<file path="config.mk">
export PLATFORM = sky130hd
export DESIGN_NAME = fuel_dispense_ctrl
export DESIGN_NICKNAME = d
export VERILOG_FILES = /design/src/rtl/fuel_dispense_ctrl_pkg.sv /design/src/rtl/fuel_dispense_ctrl_wdog.sv /design/src/rtl/fuel_dispense_ctrl.sv
export SDC_FILE = /design/constraint.sdc
export NUM_CORES = 1
export LEC_CHECK = 0
export CORE_MARGIN = 4
export CORE_UTILIZATION = 32
export CTS_BUF_LIST = sky130_fd_sc_hd__clkbuf_4 sky130_fd_sc_hd__clkbuf_8 sky130_fd_sc_hd__clkbuf_16
export DETAILED_ROUTE_END_ITERATION = 12
export PLACE_DENSITY = 0.51
export SETUP_SLACK_MARGIN = 0.4
export SYNTH_ARGS = -nofsm -noshare
export SYNTH_HDL_FRONTEND = slang
export SYNTH_HIERARCHICAL = 1
export SYNTH_SLANG_ARGS = --single-unit
</file>
<file path="constraint.sdc">
create_clock -name clk -period 3.2 [get_ports clk]
set_input_delay 0.8 -clock clk [delete_from_list [all_inputs] [get_ports clk]]
set_output_delay 0.8 -clock clk [all_outputs]
set_load 0.05 [all_outputs]
</file>
<file path="src/rtl/fuel_dispense_ctrl_pkg.sv">
// Shared state encoding and price constants for the fuel dispense controller.
package fuel_pkg;

  localparam int PRICE_W    = 17;
  localparam int PRICE_STEP = 1000;
  localparam int MAX_TARGET = 131000;

  typedef enum logic [2:0] {
    IDLE  = 3'd0,
    ARM   = 3'd1,
    PUMP  = 3'd2,
    DONE  = 3'd3,
    FAULT = 3'd4
  } state_e;

endpackage

</file>
<file path="src/rtl/fuel_dispense_ctrl_wdog.sv">
// Pump stall detector: counts PUMP cycles with an unchanging price and flags expiry.
// Only compiled and instantiated when DISPENSE_WDOG_EN is defined.
`ifdef DISPENSE_WDOG_EN
module dispense_wdog #(
  parameter int PRICE_W     = 17,
  parameter int WDOG_CYCLES = 3500000
) (
  input  logic               clk,
  input  logic               rst,
  input  logic               run_i,
  input  logic [PRICE_W-1:0] price_i,
  output logic               expired_o
);

  localparam int               CNT_W    = (WDOG_CYCLES > 1) ? $clog2(WDOG_CYCLES) : 1;
  localparam logic [CNT_W-1:0] CNT_LAST = CNT_W'(WDOG_CYCLES - 1);

  logic [PRICE_W-1:0] price_q;
  logic [CNT_W-1:0]   cnt_q, cnt_d;
  logic               changed;

  assign changed = (price_i != price_q);

  // Counter sits at zero outside PUMP, so every PUMP entry starts a fresh window.
  always_comb begin
    cnt_d = cnt_q;
    if (!run_i || changed) begin
      cnt_d = '0;
    end else if (cnt_q != CNT_LAST) begin
      cnt_d = cnt_q + 1'b1;
    end
  end

  always_ff @(posedge clk) begin
    if (rst) begin
      cnt_q <= '0;
    end else begin
      cnt_q <= cnt_d;
    end
  end

  always_ff @(posedge clk) begin
    price_q <= price_i;
  end

  assign expired_o = run_i && !changed && (cnt_q == CNT_LAST);

endmodule
`endif

</file>
<file path="src/rtl/fuel_dispense_ctrl.sv">
// Preset-amount dispense controller: latches a target, clears the price counter and runs the pump relay.
// Defining DISPENSE_WDOG_EN adds a stall watchdog that ends a frozen PUMP in FAULT.
module fuel_dispense_ctrl #(
  parameter int PRICE_W          = fuel_pkg::PRICE_W,
  parameter int MAX_TARGET       = fuel_pkg::MAX_TARGET,
  parameter int WDOG_CYCLES      = 3500000,
  parameter int DONE_HOLD_CYCLES = 2000000
) (
  input  logic               clk,
  input  logic               rst,
  input  logic               start,
  input  logic               stop,
  input  logic [PRICE_W-1:0] target_price,
  input  logic [PRICE_W-1:0] price_in,
  output logic               relay_auto,
  output logic               price_clr,
  output logic               busy,
  output logic               done,
  output logic               aborted,
  output logic               fault
);

  import fuel_pkg::*;

  localparam int                 HOLD_W    = (DONE_HOLD_CYCLES > 1) ? $clog2(DONE_HOLD_CYCLES) : 1;
  localparam logic [HOLD_W-1:0]  HOLD_LAST = HOLD_W'(DONE_HOLD_CYCLES - 1);
  localparam logic [PRICE_W-1:0] TGT_CEIL  = PRICE_W'(MAX_TARGET);

  state_e             state_q;
  logic [PRICE_W-1:0] tgt_q, tgt_sat_d;
  logic [HOLD_W-1:0]  hold_q;
  logic               zero_seen_q;
  logic               relay_q, clr_q, busy_q, done_q, aborted_q, fault_q;
  logic               wdog_exp;

  // Clamp keeps the overshoot of the final step from wrapping the price counter.
  assign tgt_sat_d = (target_price > TGT_CEIL) ? TGT_CEIL : target_price;

`ifdef DISPENSE_WDOG_EN
  dispense_wdog #(
    .PRICE_W     (PRICE_W),
    .WDOG_CYCLES (WDOG_CYCLES)
  ) u_wdog (
    .clk       (clk),
    .rst       (rst),
    .run_i     (state_q == PUMP),
    .price_i   (price_in),
    .expired_o (wdog_exp)
  );
`else
  logic wdog_cfg_unused;
  assign wdog_cfg_unused = (WDOG_CYCLES > 0);
  assign wdog_exp        = 1'b0;
`endif

  always_ff @(posedge clk) begin
    if (rst) begin
      state_q     <= IDLE;
      tgt_q       <= '0;
      hold_q      <= '0;
      zero_seen_q <= 1'b0;
      relay_q     <= 1'b0;
      clr_q       <= 1'b0;
      busy_q      <= 1'b0;
      done_q      <= 1'b0;
      aborted_q   <= 1'b0;
      fault_q     <= 1'b0;
    end else begin
      unique case (state_q)
        IDLE: begin
          if (start && !stop && (target_price != '0)) begin
            state_q     <= ARM;
            tgt_q       <= tgt_sat_d;
            zero_seen_q <= 1'b0;
            clr_q       <= 1'b1;
            busy_q      <= 1'b1;
          end
        end
        // A zero price is recorded first and acted on one edge later, so ARM lasts at least two cycles.
        ARM: begin
          if (stop) begin
            state_q   <= DONE;
            hold_q    <= '0;
            clr_q     <= 1'b0;
            busy_q    <= 1'b0;
            done_q    <= 1'b1;
            aborted_q <= 1'b1;
          end else if (zero_seen_q) begin
            state_q <= PUMP;
            clr_q   <= 1'b0;
            relay_q <= 1'b1;
          end else if (price_in == '0) begin
            zero_seen_q <= 1'b1;
          end
        end
        PUMP: begin
          if (stop || (price_in >= tgt_q)) begin
            state_q   <= DONE;
            hold_q    <= '0;
            relay_q   <= 1'b0;
            busy_q    <= 1'b0;
            done_q    <= 1'b1;
            aborted_q <= stop;
          end else if (wdog_exp) begin
            state_q <= FAULT;
            hold_q  <= '0;
            relay_q <= 1'b0;
            busy_q  <= 1'b0;
            fault_q <= 1'b1;
          end
        end
        DONE, FAULT: begin
          if (stop || (hold_q == HOLD_LAST)) begin
            state_q   <= IDLE;
            hold_q    <= '0;
            done_q    <= 1'b0;
            aborted_q <= 1'b0;
            fault_q   <= 1'b0;
          end else begin
            hold_q <= hold_q + 1'b1;
          end
        end
        default: state_q <= IDLE;
      endcase
    end
  end

  assign relay_auto = relay_q;
  assign price_clr  = clr_q;
  assign busy       = busy_q;
  assign done       = done_q;
  assign aborted    = aborted_q;
  assign fault      = fault_q;

endmodule
</file>
==> summary.txt, run 1 <==
Clock network
  – Num CTS Buffers: 5
  – CTS tree: yes
  – Root buffer cell: clkbuf_8
  – H-tree Lvls: 2
  – Worst-path clk slew: around 80 ps
  – CTS Sinks: between 40 and 50
  – CTS hold repair buffers: 0
  – Clk Latency, worst-skew pair: 300 ps
  – Bufs on Longest Clock Path: 2

Critical path
  – Critical Path RT: approximately 3400 ps
  – CP Max Fanout: 11
  – Flop-to-flop setup slack: about 560 ps
  – Cell chain of the critical path: clkdlybuf4s50_1 -> ha_1 -> o21ai_0 -> o211ai_1 -> buf_4 -> a21oi_4 -> o2bb2ai_4 -> buf_12 -> o311ai_0 -> o41ai_1
  – CP Class: primary input to flop
  – Critical path arrival: 2850 ps
  – Worst flop-to-flop path startpoint: hold_q[10]$_SDFFE_PP0P_
  – FF-to-FF path depth: 6
  – CP Capture Type: flop
  – Setup crit start kind: primary input
  – CP max stage cell: clkdlybuf4s50_1
  – FF-to-FF End: state_q[1]$_SDFFE_PP0P_
  – Worst path max stage delay: about 450 ps
  – Worst setup path startpoint: price_in[16]

Power and ir drop
  – Worst VDD drop: 0.3272 mV
  – Leak: ~1.2 nW
  – Total power: about 0.0018 W
  – PD cells: approximately 490 nW/um^2

Timing
  – Final min period: 2681 ps
  – Fin crit share: 0.8379
  – Clock skew: around 6 ps
  – Final Hold Fails: 0
  – RSZ-0062 raised after global routing: true
  – Slew @ Worst Pin: 605.9 ps
  – TNS Setup: 0 ps
  – Fmax: around 370 MHz
  – Pins over their slew limit: 0
  – Endpoints failing setup: 0
  – Normalized max-slew margin: 0.5924

Finish
  – Layout cells sized above 1: 0.1238
  – Area Overhead vs Synth: 24.76%
  – Most frequent cells in the layout: dfxtp_1 (46), clkdlybuf4s50_1 (41), a21oi_1 (39)
  – Net count, final: between 400 and 500
  – Antenna Cells: 0
  – Most common cell after layout, fill and taps aside: dfxtp_1

Synth
  – Predominant post-synthesis flop cell: dfxtp_1
  – Count of different cell masters after synthesis: 55
  – Syn_nets: approximately 440
  – Post-synth top area cell: dfxtp_1
  – Flops & latches, synth: 46
  – Sequential share of the synthesized area: 0.3115
  – Syn. warnings: 6
  – Mapped cell area: 2957 um^2
  – Asr flop ratio synth: 0
  – Syn_area_per_cell: slightly below 8 um^2
  – Syn Inst Count: 375
  – Largest cells by area after synthesis: dfxtp_1 (31%), ha_1 (9.3%), a21oi_1 (6.8%), nand2_1 (4.7%), o21ai_0 (4.1%)
  – Top cell type's share of synthesized area: 0.3115
  – Number of synthesized flops with an enable pin: 0

Routing
  – Initial DRC count: 150
  – Vias per cell: 5.523
  – Number of remaining DRC errors: 0
  – DRT Pass-1 Iters: 4
  – DR WL/cell: roughly 17 um
  – Drt total wl: a little under 9 mm
  – Antenna-violating nets left: 0
  – Vias: a little under 3000

Floorplanning
  – Core area: slightly below 9000 um^2
  – # rows: 34
  – Boundary pin count: 44
  – Die extent in y: roughly 100 um
  – Die area: 10840 um^2
  – Initial Util: 0.3341
  – Die X: about 100 um

GRT
  – Congestion Overflow GR: 0
  – GRT Util Overall: 0.1638
  – Vias in the first global route: roughly 2900
  – Initial antenna violation count: 0
  – First-pass GRT wire length: around 15 mm
  – Pin count of the biggest net entering global routing: 28

Hold path
  – Worst hold start: tgt_q[12]$_SDFFE_PP0P_
  – Hold EP: tgt_q[12]$_SDFFE_PP0P_
  – HP Class: flop to flop
  – WHS Path Cells: 2

Placed design
  – Gpl congestion: roughly 0.84
  – Port Buf Inserts: 42
  – Detailed Place HPWL: approximately 6.6 mm

Outcome
  – Status: complete, no violations

Job
  – Max_cap viols: 0
-- routing by layer --
layer	track usage	vias up	routed length, um	share of wire
met3	0.03104	10	303	0.034
li1	-	1468	-	-
met5	0	-	0	0
met2	0.2656	61	4094	0.46
met1	0.2240	1377	4394	0.49
met4	0.04084	0	116	0.013
-- how the worst max path moves through the flow --
stage | end | slack (ps) | cells after the start
finish | hold_q[13]$_SDFFE_PP0P_ | 520 | 10
global placement | busy$_SDFFE_PP0P_ | 110 | 8
floorplan | tgt_q[14]$_SDFFE_PP0P_ | 600 | 7
detailed placement | busy$_SDFFE_PP0P_ | 50 | 8
CTS | hold_q[13]$_SDFFE_PP0P_ | 420 | 10
global route | hold_q[11]$_SDFFE_PP0P_ | 390 | 10
-- worst max-delay path, delay by kind of cell --
family | cells | cell delay, ps
buffers and inverters | 3 | 800
AO/OA/AOI/OAI | 6 | 930
adder cells (fa/ha/maj) | 1 | 310
-- state kept, by name (all words and copies together), names as in the netlist --
signal / flops
zero_seen_q: 1
done: 1
aborted: 1
price_clr: 1
tgt_q: 17
busy: 1
state_q: 2
hold_q: 21
relay_auto: 1
-- synthesized netlist by cell type, drive strengths merged (3+ instances only) --
master,n
o31ai,7
o211ai,5
or4,3
and2,3
a31oi,5
nand3,22
nand2b,3
nand2,38
nor3,10
nor2b,5
dfxtp,46
nor4,9
o21ai,24
inv,27
o41ai,6
a21o,6
and3,4
buf,4
nor2,19
nand4b,5
clkbuf,15
a21oi,42
or3,3
o311ai,3
ha,22
nand4,13
a211oi,6
-- cells by family after synthesis --
family / after synthesis / share of synthesized area
fa+ha+maj: 22 / 0.09310
mux: 1 / 0.003808
buf+inv: 46 / 0.07448
flops: 46 / 0.3115
other cells: 1 / 0.001268
compound gates: 113 / 0.2522
simple gates: 146 / 0.2637
-- cell type report --
class | instances | area, um^2
multi-input cells | 283 | 1877
fillers | 907 | 5160
clock buffers | 7 | 83.83
inverters | 27 | 101.3
repair buffers | 57 | 570.5
well taps | 108 | 135.1
flip-flops and latches | 46 | 920.9
-- per-stage QoR --
step                area (um^2)    util  worst slack [ps]  instances  hold slack (ps)
CTS                        3602  0.4071             418.1        527            460.3
floorplan                  2957       -             604.3        375            429.6
finish                     3689  0.4169             518.9        528            455.6
global placement           3511  0.3968             108.3        519            442.0
detailed placement         3511  0.3968             47.42        519            448.2
global route               3689  0.4169             390.7        528            476.4
-- report_power, final --
group | internal [W] | switching, W | leakage, nW
clock | 0.000168 | 0.000193 | 0.0452
combinational | 0.000328 | 0.000470 | 0.827
sequential | 0.000628 | 0.0000280 | 0.373
total | 0.00112 | 0.000691 | 1.25
-- timing repair --
item | CTS | global route
pin swaps | 1 | 0
gates cloned | 0 | 1
resized for setup | 0 | 12
setup endpoints to repair | 6 | 36
buffers inserted | 1 | 0
No activity file was read; power rests on OpenSTA's default activity.
==> run 2, diff against run 1 <==
- PLACE_DENSITY: 0.51 -> 0.53
- clock period: 3.2 -> 2.2 ns (I/O delays scaled with it)
==> summary.txt, run 2 (synthesis results as in run 1) <==
Critical path
  – Worst setup path startpoint: hold_q[8]$_SDFFE_PP0P_ (was price_in[16])
  – Worst flop-to-flop path startpoint: hold_q[8]$_SDFFE_PP0P_ (was hold_q[10]$_SDFFE_PP0P_)
  – Bufs and invs on worst path: 1 (was 3)
  – CP top delay family: simple AND/OR/NAND/NOR gates (was compound AO/OA/AOI/OAI gates)
  – FF-to-FF End: state_q[0]$_SDFFE_PP0P_ (was state_q[1]$_SDFFE_PP0P_)
  – Crit path depth: 7 (was 10)
  – Setup crit end: state_q[0]$_SDFFE_PP0P_ (was hold_q[13]$_SDFFE_PP0P_)
  – CP Class: flop to flop (was primary input to flop)
  – Critical Path RT: 2370 ps (was 3370 ps)
  – CP Capture Type: flop (unchanged)
  – CP max stage cell: or4b_4 (was clkdlybuf4s50_1)
  – Critical path arrival: 2560 ps (was 2850 ps)
  – Setup crit start kind: flop (was primary input)
  – FF-to-FF path depth: 7 (was 6)
  – Flop-to-flop setup slack: -180 ps (was 560 ps)
  – CP Max Fanout: 5 (was 11)
  – Worst path max stage delay: 530 ps (was 450 ps)
  – Cell chain of the critical path: or4b_4 -> or4_4 -> o31a_1 -> buf_6 -> a211oi_4 -> a21o_2 -> a21oi_2 (was clkdlybuf4s50_1 -> ha_1 -> o21ai_0 -> o211ai_1 -> buf_4 -> a21oi_4 -> o2bb2ai_4 -> buf_12 -> o311ai_0 -> o41ai_1)

Timing
  – RSZ-0062 raised after global routing: true (unchanged)
  – Slew @ Worst Pin: 607.9 ps (was 605.9 ps)
  – Final Hold Fails: 0 (unchanged)
  – TNS Setup: -1577 ps (was 0 ps)
  – Clock skew: 11.25 ps (was 5.951 ps)
  – Pins over their slew limit: 0 (unchanged)
  – Final min period: roughly 2400 ps
  – Fmax: 419.9 MHz
  – Normalized max-slew margin: 0.5947 (was 0.5924)
  – Fin worst setup slack: -181.8 ps (was 518.9 ps)
  – Hold WS: 463.1 ps (was 455.6 ps)
  – Fin crit share: 1.083
  – Endpoints failing setup: 18 (was 0)

Job
  – Max_cap viols: 0 (unchanged)

Finish
  – Post-layout instance area: 4822 um^2 (was 3689 um^2)
  – Net count, final: 548 (was 480)
  – Most flops, register: hold_q (unchanged)
  – Most frequent cells in the layout: buf_4 (58), dfxtp_1 (40), a21oi_1 (27) (was dfxtp_1 (46), clkdlybuf4s50_1 (41), a21oi_1 (39))
  – Most common cell after layout, fill and taps aside: buf_4 (was dfxtp_1)
  – Max FFs per register: 21 (unchanged)
  – Layout cells sized above 1: 0.4847 (was 0.1238)
  – Antenna Cells: 0 (unchanged)
  – Area Overhead vs Synth: 63.10% (was 24.76%)
  – Top flop regs: hold_q (21), tgt_q (17), state_q (2) (unchanged)
  – Finished Layout Cells: 597 (was 528)

Power and ir drop
  – Clock power frac: 0.238 (was 0.199)
  – Leak: 1.767 nW (was 1.245 nW)
  – Comb power frac: 0.471 (was 0.440)
  – Part of the power in registers: 0.291 (was 0.361)
  – Internal power: 0.002081 W (was 0.001123 W)
  – PD cells: 688.5 nW/um^2 (was 491.7 nW/um^2)
  – Switching pwr: 0.001239 W (was 0.0006906 W)
  – Switching Share: 0.3732 (was 0.3808)
  – Worst VDD drop: 0.3269 mV (was 0.3272 mV)

Placed design
  – Placed cell count: 567 (was 519)
  – Detailed Place HPWL: 7.112 mm (was 6.556 mm)
  – Port Buf Inserts: 42 (unchanged)
  – Gpl congestion: 0.8474 (was 0.8394)
  – Cell Area, Placed: 3994 um^2 (was 3511 um^2)
  – Place WS: -538.9 ps (was 47.42 ps)

Floorplanning
  – Die area: 10840 um^2 (unchanged)
  – Core area: 8848 um^2 (unchanged)
  – Initial Util: 0.3341 (unchanged)
  – # rows: 34 (unchanged)
  – Die X: 104.1 um (unchanged)
  – Die extent in y: 104.1 um (unchanged)
  – Boundary pin count: 44 (unchanged)

Clock network
  – Bufs on Longest Clock Path: 2 (unchanged)
  – CTS tree: yes (unchanged)
  – CTS hold repair buffers: 0 (unchanged)
  – Root buffer cell: clkbuf_8 (unchanged)
  – Num CTS Buffers: 5 (unchanged)
  – CTS Sinks: 46 (unchanged)
  – Clk Latency, worst-skew pair: 300 ps (about the same)
  – H-tree Lvls: 2 (unchanged)
  – Worst-path clk slew: 90 ps (was 80 ps)

Routing
  – Metal3 WL: 357 um (was 303 um)
  – Drt total wl: 10.42 mm (was 8.908 mm)
  – DRT Pass-1 Iters: 4 (unchanged)
  – M1 WL: 4.545 mm (was 4.394 mm)
  – Number of remaining DRC errors: 0 (unchanged)
  – Vias per cell: 5.452 (was 5.523)
  – Metal2 WL: 5.284 mm (was 4.094 mm)
  – Top routing layer in use: met4 (unchanged)
  – Antenna-violating nets left: 0 (unchanged)
  – Initial DRC count: 120 (was 150)
  – Vias: 3255 (was 2916)
  – DR WL/cell: 17.45 um (was 16.87 um)

Hold path
  – HP Class: flop to flop (unchanged)

GRT
  – Pin count of the biggest net entering global routing: 29 (was 28)
  – First-pass GRT wire length: 16.73 mm (was 14.59 mm)
  – Initial antenna violation count: 0 (unchanged)
  – GRT Util Overall: 0.1886 (was 0.1638)
  – Congestion Overflow GR: 0 (unchanged)
  – Vias in the first global route: 3416 (was 2871)

Outcome
  – Violated checks: negative setup slack
  – Status: finished with violations (was complete, no violations)
run 2: changes by cell type in the layout (fill, tap and decap cells not counted), moves of 8 or more:
cell,previous run,this run
buf_4,12,58
clkdlybuf4s50_1,41,0
buf_6,0,24
o21ai_0,23,6
ha_1,22,7
ha_4,0,13
a21oi_1,39,27
a21oi_2,2,14
buf_2,1,12
o21ai_2,0,11
nand2_1,36,26
nand2_2,2,10
run 2: tightest hold or removal path: cells and delay by family, from the launching register on:
family,cells,cell delay (ps)
AO/OA/AOI/OAI,1,50
flip-flops,1,320
AND/OR/NAND/NOR,1,50
run 2: final cells by class:
cell class / count / area, um^2
sequential: 46 / 928.4
fill: 832 / 4026
multi-input combinational: 286 / 2462
inverter: 27 / 101.3
clock inverter: 2 / 60.06
clock buffer: 6 / 82.58
timing repair buffer: 122 / 1052
tap: 108 / 135.1
run 2: per-stage QoR:
stage,utilization,power (W)
floorplan,-,0.001776
global placement,0.4514,0.002197
detailed placement,0.4514,0.002205
CTS,0.5167,0.003201
global route,0.5450,0.003513
finish,0.5450,0.003320
run 2: repair_timing:
item	4_1_cts	5_1_grt
endpoints found under the setup margin	51	48
buffers inserted	9	7
gates resized for setup	190	76
pin swaps	55	34
cloned	6	0
run 2: worst min-delay path by stage:
stage                                       end  depth (start not counted)             startpoint
after floorplan           tgt_q[6]$_SDFFE_PP0P_                          2  tgt_q[6]$_SDFFE_PP0P_
after global placement    tgt_q[2]$_SDFFE_PP0P_                          2  tgt_q[2]$_SDFFE_PP0P_
after detailed placement  tgt_q[1]$_SDFFE_PP0P_                          2  tgt_q[1]$_SDFFE_PP0P_
after CTS                 tgt_q[1]$_SDFFE_PP0P_                          2  tgt_q[1]$_SDFFE_PP0P_
after global routing      tgt_q[9]$_SDFFE_PP0P_                          2  tgt_q[9]$_SDFFE_PP0P_
final                     tgt_q[2]$_SDFFE_PP0P_                          2  tgt_q[2]$_SDFFE_PP0P_
run 2: power by group through the flow:
stage	Clock (W)	Sequential, W	Combinational (W)
floorplan	0	0.00107	0.000710
global placement	0	0.000976	0.00122
detailed placement	0	0.000979	0.00123
CTS	0.000810	0.000964	0.00143
global route	0.000840	0.000974	0.00170
finish	0.000790	0.000968	0.00156
run 2: routing by layer:
layer	global-route usage	vias up
li1	-	1616
met5	0	-
met4	0.05603	0
met2	0.3412	72
met3	0.03600	22
met1	0.2253	1545
